===== src/rtl/fp_addsub_seq_pkg.sv =====
// fp_addsub_seq_pkg: shared FSM states, default-format constants and operand classifiers
package fp_addsub_seq_pkg;
  typedef enum logic [2:0] {IDLE, UNPACK, ALIGN, ADD, NORM, ROUND, PACK} state_t;
  localparam int DEF_EXP_W = 5;
  localparam int DEF_MAN_W = 10;
  localparam int BIAS = (1 << (DEF_EXP_W - 1)) - 1;
  localparam int EXP_MAX = (1 << DEF_EXP_W) - 1;
  localparam logic [DEF_EXP_W+DEF_MAN_W:0] QNAN = {1'b0, {DEF_EXP_W{1'b1}}, 1'b1, {(DEF_MAN_W-1){1'b0}}};
  function automatic logic fp_is_nan(input logic exp_ones, input logic frac_nz);
    return exp_ones & frac_nz;
  endfunction
  function automatic logic fp_is_inf(input logic exp_ones, input logic frac_nz);
    return exp_ones & ~frac_nz;
  endfunction
endpackage


===== src/rtl/fp_addsub_seq_if.sv =====
// fp_addsub_seq_if: start/done request bus between a host and the FP add/sub coprocessor
interface fp_addsub_seq_if #(parameter int EXP_W = 5, parameter int MAN_W = 10);
  logic start;
  logic op_sub;
  logic [EXP_W+MAN_W:0] a;
  logic [EXP_W+MAN_W:0] b;
  logic busy;
  logic done;
  logic [EXP_W+MAN_W:0] result;
  logic [3:0] flags;
  modport master(output start, op_sub, a, b, input busy, done, result, flags);
  modport slave(input start, op_sub, a, b, output busy, done, result, flags);
endinterface


===== src/rtl/fp_addsub_seq_lzc.sv =====
// fp_lzc: combinational leading-zero counter; all-zero input reports W
module fp_lzc #(parameter int W = 14) (
  input  logic [W-1:0]             x,
  output logic [$clog2(W+1)-1:0]   cnt
);
  localparam int CW = $clog2(W + 1);
  always_comb begin
    cnt = CW'(W);
    for (int i = 0; i < W; i++) if (x[i]) cnt = CW'(W - 1 - i);
  end
endmodule


===== src/rtl/fp_addsub_seq.sv =====
// fp_addsub_seq: multi-cycle FP adder/subtractor with flags.
// Define FPADD_ROUND_NEAREST_EN for round-to-nearest-even; otherwise results truncate.
module fp_addsub_seq
  import fp_addsub_seq_pkg::*;
#(
  parameter int EXP_W = 5,
  parameter int MAN_W = 10
) (
  input logic clk,
  input logic rst_n,
  fp_addsub_seq_if.slave bus
);
  localparam int W = 1 + EXP_W + MAN_W;
  localparam int M = MAN_W + 4;
  localparam int S = MAN_W + 5;
  localparam int E = EXP_W + 2;
  localparam int LW = $clog2(M + 1);
  localparam logic signed [E-1:0] EMAX = E'((1 << EXP_W) - 1);
  localparam logic [EXP_W-1:0] ONES = '1;
  localparam logic [W-1:0] QNAN_P = {1'b0, ONES, 1'b1, {(MAN_W-1){1'b0}}};
  state_t state;
  logic [W-1:0] a_q, b_q;
  logic op_q, sign_q, eff_sub_q, nan_q, inval_q, inf_q, inf_sign_q, zero_q;
  logic signed [E-1:0] exp_q;
  logic [EXP_W-1:0] diff_q;
  logic [M-1:0] big_q, small_q, norm_q;
  logic [S-1:0] sum_q;
  logic [EXP_W-1:0] ea, eb;
  logic [MAN_W-1:0] fa, fb;
  logic sa, sb, a_big, inf_a, inf_b, inc;
  logic [M-1:0] ma, mb, lost, aligned, norm;
  logic [LW-1:0] sh, lz;
  logic [S-1:0] sum;
  logic signed [E-1:0] nexp, rexp;
  logic [MAN_W+1:0] rnd;
  logic [MAN_W-1:0] frac;
  logic [W-1:0] res;
  logic [3:0] flg;
  assign ea = a_q[W-2:MAN_W];
  assign eb = b_q[W-2:MAN_W];
  assign fa = a_q[MAN_W-1:0];
  assign fb = b_q[MAN_W-1:0];
  assign sa = a_q[W-1];
  assign sb = b_q[W-1] ^ op_q;
  // exp==0 flushes the fraction, so subnormals behave as zero everywhere below
  assign ma = {|ea, fa & {MAN_W{|ea}}, 3'b000};
  assign mb = {|eb, fb & {MAN_W{|eb}}, 3'b000};
  assign a_big = {ea, fa & {MAN_W{|ea}}} >= {eb, fb & {MAN_W{|eb}}};
  assign inf_a = fp_is_inf(&ea, |fa);
  assign inf_b = fp_is_inf(&eb, |fb);
  assign sh = (32'(diff_q) > M) ? LW'(M) : LW'(diff_q);
  assign lost = small_q << (LW'(M) - sh);
  assign aligned = (small_q >> sh) | {{(M-1){1'b0}}, |lost};
  assign sum = eff_sub_q ? {1'b0, big_q} - {1'b0, small_q} : {1'b0, big_q} + {1'b0, small_q};
  fp_lzc #(.W(M)) u_lzc (.x(sum_q[M-1:0]), .cnt(lz));
  assign norm = sum_q[S-1] ? {sum_q[S-1:2], |sum_q[1:0]} : sum_q[M-1:0] << lz;
  assign nexp = sum_q[S-1] ? exp_q + E'(1) : exp_q - E'(lz);
`ifdef FPADD_ROUND_NEAREST_EN
  assign inc = norm_q[2] & (|norm_q[1:0] | norm_q[3]);
`else
  assign inc = 1'b0;
`endif
  assign rnd = {1'b0, norm_q[M-1:3]} + (MAN_W+2)'(inc);
  assign rexp = rnd[MAN_W+1] ? exp_q + E'(1) : exp_q;
  assign frac = rnd[MAN_W+1] ? rnd[MAN_W:1] : rnd[MAN_W-1:0];
  assign res = nan_q | inval_q ? QNAN_P
             : inf_q ? {inf_sign_q, ONES, {MAN_W{1'b0}}}
             : zero_q ? '0
             : rexp >= EMAX ? {sign_q, ONES, {MAN_W{1'b0}}}
             : rexp <= E'(0) ? {sign_q, {(EXP_W+MAN_W){1'b0}}}
             : {sign_q, rexp[EXP_W-1:0], frac};
  assign flg = nan_q | inval_q ? {inval_q & ~nan_q, 3'b000}
             : inf_q | zero_q ? 4'b0000
             : rexp >= EMAX ? 4'b0110
             : rexp <= E'(0) ? 4'b0011
             : {3'b000, |norm_q[2:0]};
  always_ff @(posedge clk) begin
    if (!rst_n) begin
      state <= IDLE;
      bus.busy <= 1'b0;
      bus.done <= 1'b0;
      bus.result <= '0;
      bus.flags <= '0;
    end else begin
      case (state)
        IDLE: if (bus.start) begin
          a_q <= bus.a;
          b_q <= bus.b;
          op_q <= bus.op_sub;
          bus.busy <= 1'b1;
          state <= UNPACK;
        end
        UNPACK: begin
          sign_q <= a_big ? sa : sb;
          exp_q <= {2'b00, a_big ? ea : eb};
          big_q <= a_big ? ma : mb;
          small_q <= a_big ? mb : ma;
          diff_q <= a_big ? ea - eb : eb - ea;
          eff_sub_q <= sa ^ sb;
          nan_q <= fp_is_nan(&ea, |fa) | fp_is_nan(&eb, |fb);
          inval_q <= inf_a & inf_b & (sa ^ sb);
          inf_q <= inf_a | inf_b;
          inf_sign_q <= inf_a ? sa : sb;
          state <= ALIGN;
        end
        ALIGN: begin
          small_q <= aligned;
          state <= ADD;
        end
        ADD: begin
          sum_q <= sum;
          state <= NORM;
        end
        NORM: begin
          norm_q <= norm;
          exp_q <= nexp;
          zero_q <= ~|sum_q;
          state <= ROUND;
        end
        ROUND: begin
          bus.result <= res;
          bus.flags <= flg;
          bus.done <= 1'b1;
          state <= PACK;
        end
        PACK: begin
          bus.done <= 1'b0;
          bus.busy <= 1'b0;
          state <= IDLE;
        end
        default: state <= IDLE;
      endcase
    end
  end
endmodule

===== src/flat_wrapper.sv =====
// flat-port wrapper written by rule: the top's interface ports become plain ports
module fp_addsub_seq_flat import fp_addsub_seq_pkg::*;
#(
  parameter int EXP_W = 5,
  parameter int MAN_W = 10
)
  (clk, rst_n, bus_start, bus_op_sub, bus_a, bus_b, bus_busy, bus_done, bus_result, bus_flags);
  fp_addsub_seq_if #(.EXP_W(EXP_W), .MAN_W(MAN_W)) bus_i ();
  input logic clk;
  input logic rst_n;
  input wire logic [$bits(bus_i.start)-1:0] bus_start;
  input wire logic [$bits(bus_i.op_sub)-1:0] bus_op_sub;
  input wire logic [$bits(bus_i.a)-1:0] bus_a;
  input wire logic [$bits(bus_i.b)-1:0] bus_b;
  output wire logic [$bits(bus_i.busy)-1:0] bus_busy;
  output wire logic [$bits(bus_i.done)-1:0] bus_done;
  output wire logic [$bits(bus_i.result)-1:0] bus_result;
  output wire logic [$bits(bus_i.flags)-1:0] bus_flags;
  assign bus_i.start = bus_start;
  assign bus_i.op_sub = bus_op_sub;
  assign bus_i.a = bus_a;
  assign bus_i.b = bus_b;
  assign bus_busy = bus_i.busy;
  assign bus_done = bus_i.done;
  assign bus_result = bus_i.result;
  assign bus_flags = bus_i.flags;
  fp_addsub_seq #(.EXP_W(EXP_W), .MAN_W(MAN_W)) u_core (.clk(clk), .rst_n(rst_n), .bus(bus_i));
endmodule

===== config.mk =====
export PLATFORM = sky130hd
export DESIGN_NAME = fp_addsub_seq_flat
export DESIGN_NICKNAME = d
export VERILOG_FILES = /design/src/rtl/fp_addsub_seq_pkg.sv /design/src/rtl/fp_addsub_seq_if.sv /design/src/rtl/fp_addsub_seq_lzc.sv /design/src/rtl/fp_addsub_seq.sv /design/src/flat_wrapper.sv
export SDC_FILE = /design/constraint.sdc
export NUM_CORES = 1
export LEC_CHECK = 0
export ABC_AREA = 1
export CORE_MARGIN = 2
export CORE_UTILIZATION = 55
export DETAILED_ROUTE_END_ITERATION = 7
export HOLD_SLACK_MARGIN = 0.03
export PLACE_DENSITY_LB_ADDON = 0.25
export SETUP_SLACK_MARGIN = 0.5
export SLEW_MARGIN = 10
export SYNTH_ARGS = -nofsm -noshare
export SYNTH_HDL_FRONTEND = slang
export SYNTH_SLANG_ARGS = --single-unit

===== constraint.sdc =====
create_clock -name clk -period 3.2 [get_ports clk]
set_input_delay 0.64 -clock clk [delete_from_list [all_inputs] [get_ports clk]]
set_output_delay 0.64 -clock clk [all_outputs]
set_load 0.01 [all_outputs]

==> run_results.csv <==
group,metric,value,unit
critical_path,worst_ep_required_time,3.37,ns
grt,grtUsageTotal,0.290,
drt,wl_per_cell,19.0,um
status,run_status,"completed",
timing,slew_violations,0,
final_layout,syn2layout_area_growth,37.8,%
clock_tree,h-tree-depth,4,
clock_tree,path_clk_slew,0.06,ns
grt,grt_max_degree,35,
clock_tree,numCtsBuffers,17,
min_path,hold_path_depth,2,
power,powerDensity,482,mW/mm^2
die,die_area,0.0157,mm^2
timing,layout_min_cycle_time,3.17,ns
clock_tree,cts_tree,"yes",
timing,setup_tns,0,ns
drt,viasPerCell,6.02,
clock_tree,cts_buffer_depth,2,
critical_path,rrSetupSlack,0.03,ns
timing,skew,0.0117,ns
critical_path,cp_slowest_cell,"edfxtp_1",
yosys,yosysTopAreaCell,"edfxtp_1",
critical_path,worstSetupPathType,"register to register",
min_path,hold_class,"register to register",
yosys,synth-main-ff-cell,"edfxtp_1",
power,power.leakage,4.63,nW
power,ir_drop,0.599,mV
grt,grt_pass1_vias,7712,
clock_tree,clk_latency,0.43,ns
critical_path,startpoint_type,"register",
yosys,ys_seq_elements,130,
die,ios,58,
critical_path,crit_path_end_kind,"register",
timing,min_period_over_period,0.990,
drt,routed_wl,25200,um
critical_path,slowest_delay,0.42,ns
yosys,yosysTopAreaCellShare,0.388,
timing,setup_violations,0,
final_layout,n_antenna_cell,0,
die,initial_core_util,0.561,
yosys,ys_seq_area_frac,0.450,
final_layout,drive_gt1_frac,0.275,
drt,remaining_drc_errors,0,
yosys,syn_area,0.00812,mm^2
job,maxCapViolCount,0,
die,die-height,125,um
clock_tree,root_buffer,"clkbuf_16",
critical_path,cp_data_arrival_time,3.34,ns
critical_path,worstReg2RegStart,"u_core.a_q[11]",
critical_path,crit_chain,"nor3_2, nand3_1, buf_6, nand2_4, inv_4, ha_4, a21oi_2, o21ai_2, a21oi_2, o21ai_2, a21oi_1, nand3b_1, nand3_4, buf_12, buf_12, nand2_2, nand2_2, xor2_1",
timing,hold_violations,0,
yosys,ys_top_cells_by_count,"nand2_1 (188), inv_1 (120), edfxtp_1 (105), a21oi_1 (78), nand3_1 (75)",
power,totalPowerFinal,5.39,mW
yosys,synth_enable_flop_cells,105,
drt,ant_nets,0,
critical_path,r2r-end,"u_core.diff_q[4]",
placed_design,gp_congestion,0.930,
yosys,synthCells,977,
die,core_area,0.0145,mm^2
timing,grt_setup_unrepaired,"yes",
drt,drt_iter0_markers,957,
die,rows,44,
final_layout,fillerInstances,920,
drt,num_vias,7980,
min_path,hold_start,"u_core.bus.result[2]",
clock_tree,clock-sinks,130,
drt,dr.pass1.iters,8,
yosys,ys_top_cells_by_area,"edfxtp_1 (39%), nand2_1 (8.7%), dfxtp_1 (6.2%), ha_1 (6.2%), inv_1 (5.5%)",
min_path,holdPathEnd,"u_core.bus.result[2]",
timing,fmax,0.316,GHz
critical_path,crit_fanout,8,
critical_path,ff2ff_path_depth,18,
yosys,synth.distinct_cells,51,
grt,overflow,0,
yosys,yosysMostFrequentCell,"nand2_1",
timing,relSlewSlack,0.451,
yosys,post_synth.cell_area_avg,8.31,um^2
grt,antenna_found_initial,0,
yosys,synth_warnings,0,
die,die_w,125,um
final_layout,nNetsFinal,1208,
yosys,synthArstFlopShare,0,
grt,grt_pass1_wl,36700,um
timing,worstMarginPinSlew,0.816,ns
placed_design,hpwl,14700,um
placed_design,portBuffers,57,
yosys,syn-num-nets,1056,
==> final cells by class <==
| class | count | area, um^2 | area share |
|---|---|---|---|
| flip-flops and latches | 130 | 3650 | 0.327 |
| multi-input cells | 696 | 4690 | 0.419 |
| repair buffers | 155 | 1480 | 0.133 |
| well taps | 184 | 230 | 0.0206 |
| repair inverters | 1 | 8.76 | 0.000783 |
| clock inverters | 11 | 110 | 0.00985 |
| inverters | 128 | 504 | 0.0451 |
| clock buffers | 21 | 503 | 0.0450 |
==> report_power, final <==
group	internal (mW)	switching, mW	leakage, nW	total, mW
clock	1.22	0.785	0.307	2.00
sequential	1.96	0.0757	1.16	2.04
combinational	0.584	0.766	3.15	1.35
total	3.76	1.63	4.63	5.39
==> critical path, delay by kind of cell, from the launching register on <==
kind | cells | cell delay [ns]
xor+xnor | 1 | 0.15
simple gates | 7 | 0.85
fa+ha+maj | 1 | 0.25
buf+inv | 4 | 0.55
compound gates | 5 | 0.68
flops | 1 | 0.42
==> state kept, by name, summed over array words and instances, names as in the netlist, 3 cells and up <==
| name | cells |
|---|---|
| u_core.a_q | 16 |
| u_core.b_q | 16 |
| u_core.big_q | 11 |
| u_core.bus.flags | 4 |
| u_core.bus.result | 16 |
| u_core.diff_q | 5 |
| u_core.exp_q | 7 |
| u_core.norm_q | 13 |
| u_core.small_q | 14 |
| u_core.state | 3 |
| u_core.sum_q | 15 |
==> layer usage <==
layer | track usage | up-vias | wire [um]
met4 | 0.169 | 0 | 1580
met5 | 0 | - | 0
met1 | 0.339 | 3737 | 9530
met3 | 0.0522 | 144 | 1510
met2 | 0.501 | 432 | 12600
li1 | - | 3667 | -
==> placed cells by master, fill, tap and decap left out, drive strengths merged, types with 4 or more instances in the layout <==
master / synthesis / routed
nor4: 6 / 6
buf: 13 / 98
ha: 40 / 40
nand2: 203 / 204
a31oi: 4 / 4
a21oi: 80 / 80
o21ai: 95 / 95
nand3: 79 / 80
clkdlybuf4s50: 0 / 57
nor3: 18 / 18
nand4: 8 / 8
inv: 127 / 132
o211ai: 9 / 9
edfxtp: 105 / 105
o22ai: 15 / 15
dfxtp: 25 / 25
xnor2: 6 / 6
clkinv: 1 / 6
nor2: 79 / 79
xor2: 27 / 27
clkbuf: 12 / 21
==> through the flow <==
stage / area [um^2] / std cells / hold slack (ns) / util / setup WS, ns
global route: 11200 / 1326 / 0.490 / 0.772 / -0.0520
floorplan: 8200 / 977 / 0.481 / - / 0.427
finish: 11200 / 1326 / 0.462 / 0.772 / 0.0307
detailed placement: 9090 / 1222 / 0.456 / 0.628 / 0.167
global placement: 9090 / 1222 / 0.452 / 0.628 / 0.198
CTS: 10600 / 1307 / 0.465 / 0.730 / 0.318
==> worst max-delay path by stage <==
stage | from | endpoint | slack (ns) | cells after the start
after floorplan | u_core.sum_q[0] | u_core.exp_q[5] | 0.43 | 19
after global placement | u_core.sum_q[3] | u_core.exp_q[5] | 0.20 | 24
after detailed placement | u_core.sum_q[3] | u_core.exp_q[5] | 0.17 | 24
after CTS | u_core.sum_q[1] | u_core.exp_q[5] | 0.32 | 19
after global routing | u_core.a_q[11] | u_core.diff_q[4] | -0.05 | 17
final | u_core.a_q[11] | u_core.diff_q[4] | 0.03 | 18
==> cells by family after synthesis <==
logic type      synth area share
compound gates             0.151
fa+ha+maj                 0.0691
flops                      0.450
mux                      0.00123
buf+inv                   0.0748
simple gates               0.218
xor+xnor                  0.0356
==> what timing repair did <==
action | in CTS | in global routing
endpoints found under the hold margin | 0 | 0
pin swaps | 47 | 51
cloned | 4 | 2
gates resized for setup | 96 | 120
hold buffers | 0 | 0
setup endpoints to repair | 39 | 41
setup buffers | 49 | 17
(Power assumes the default switching activity.)
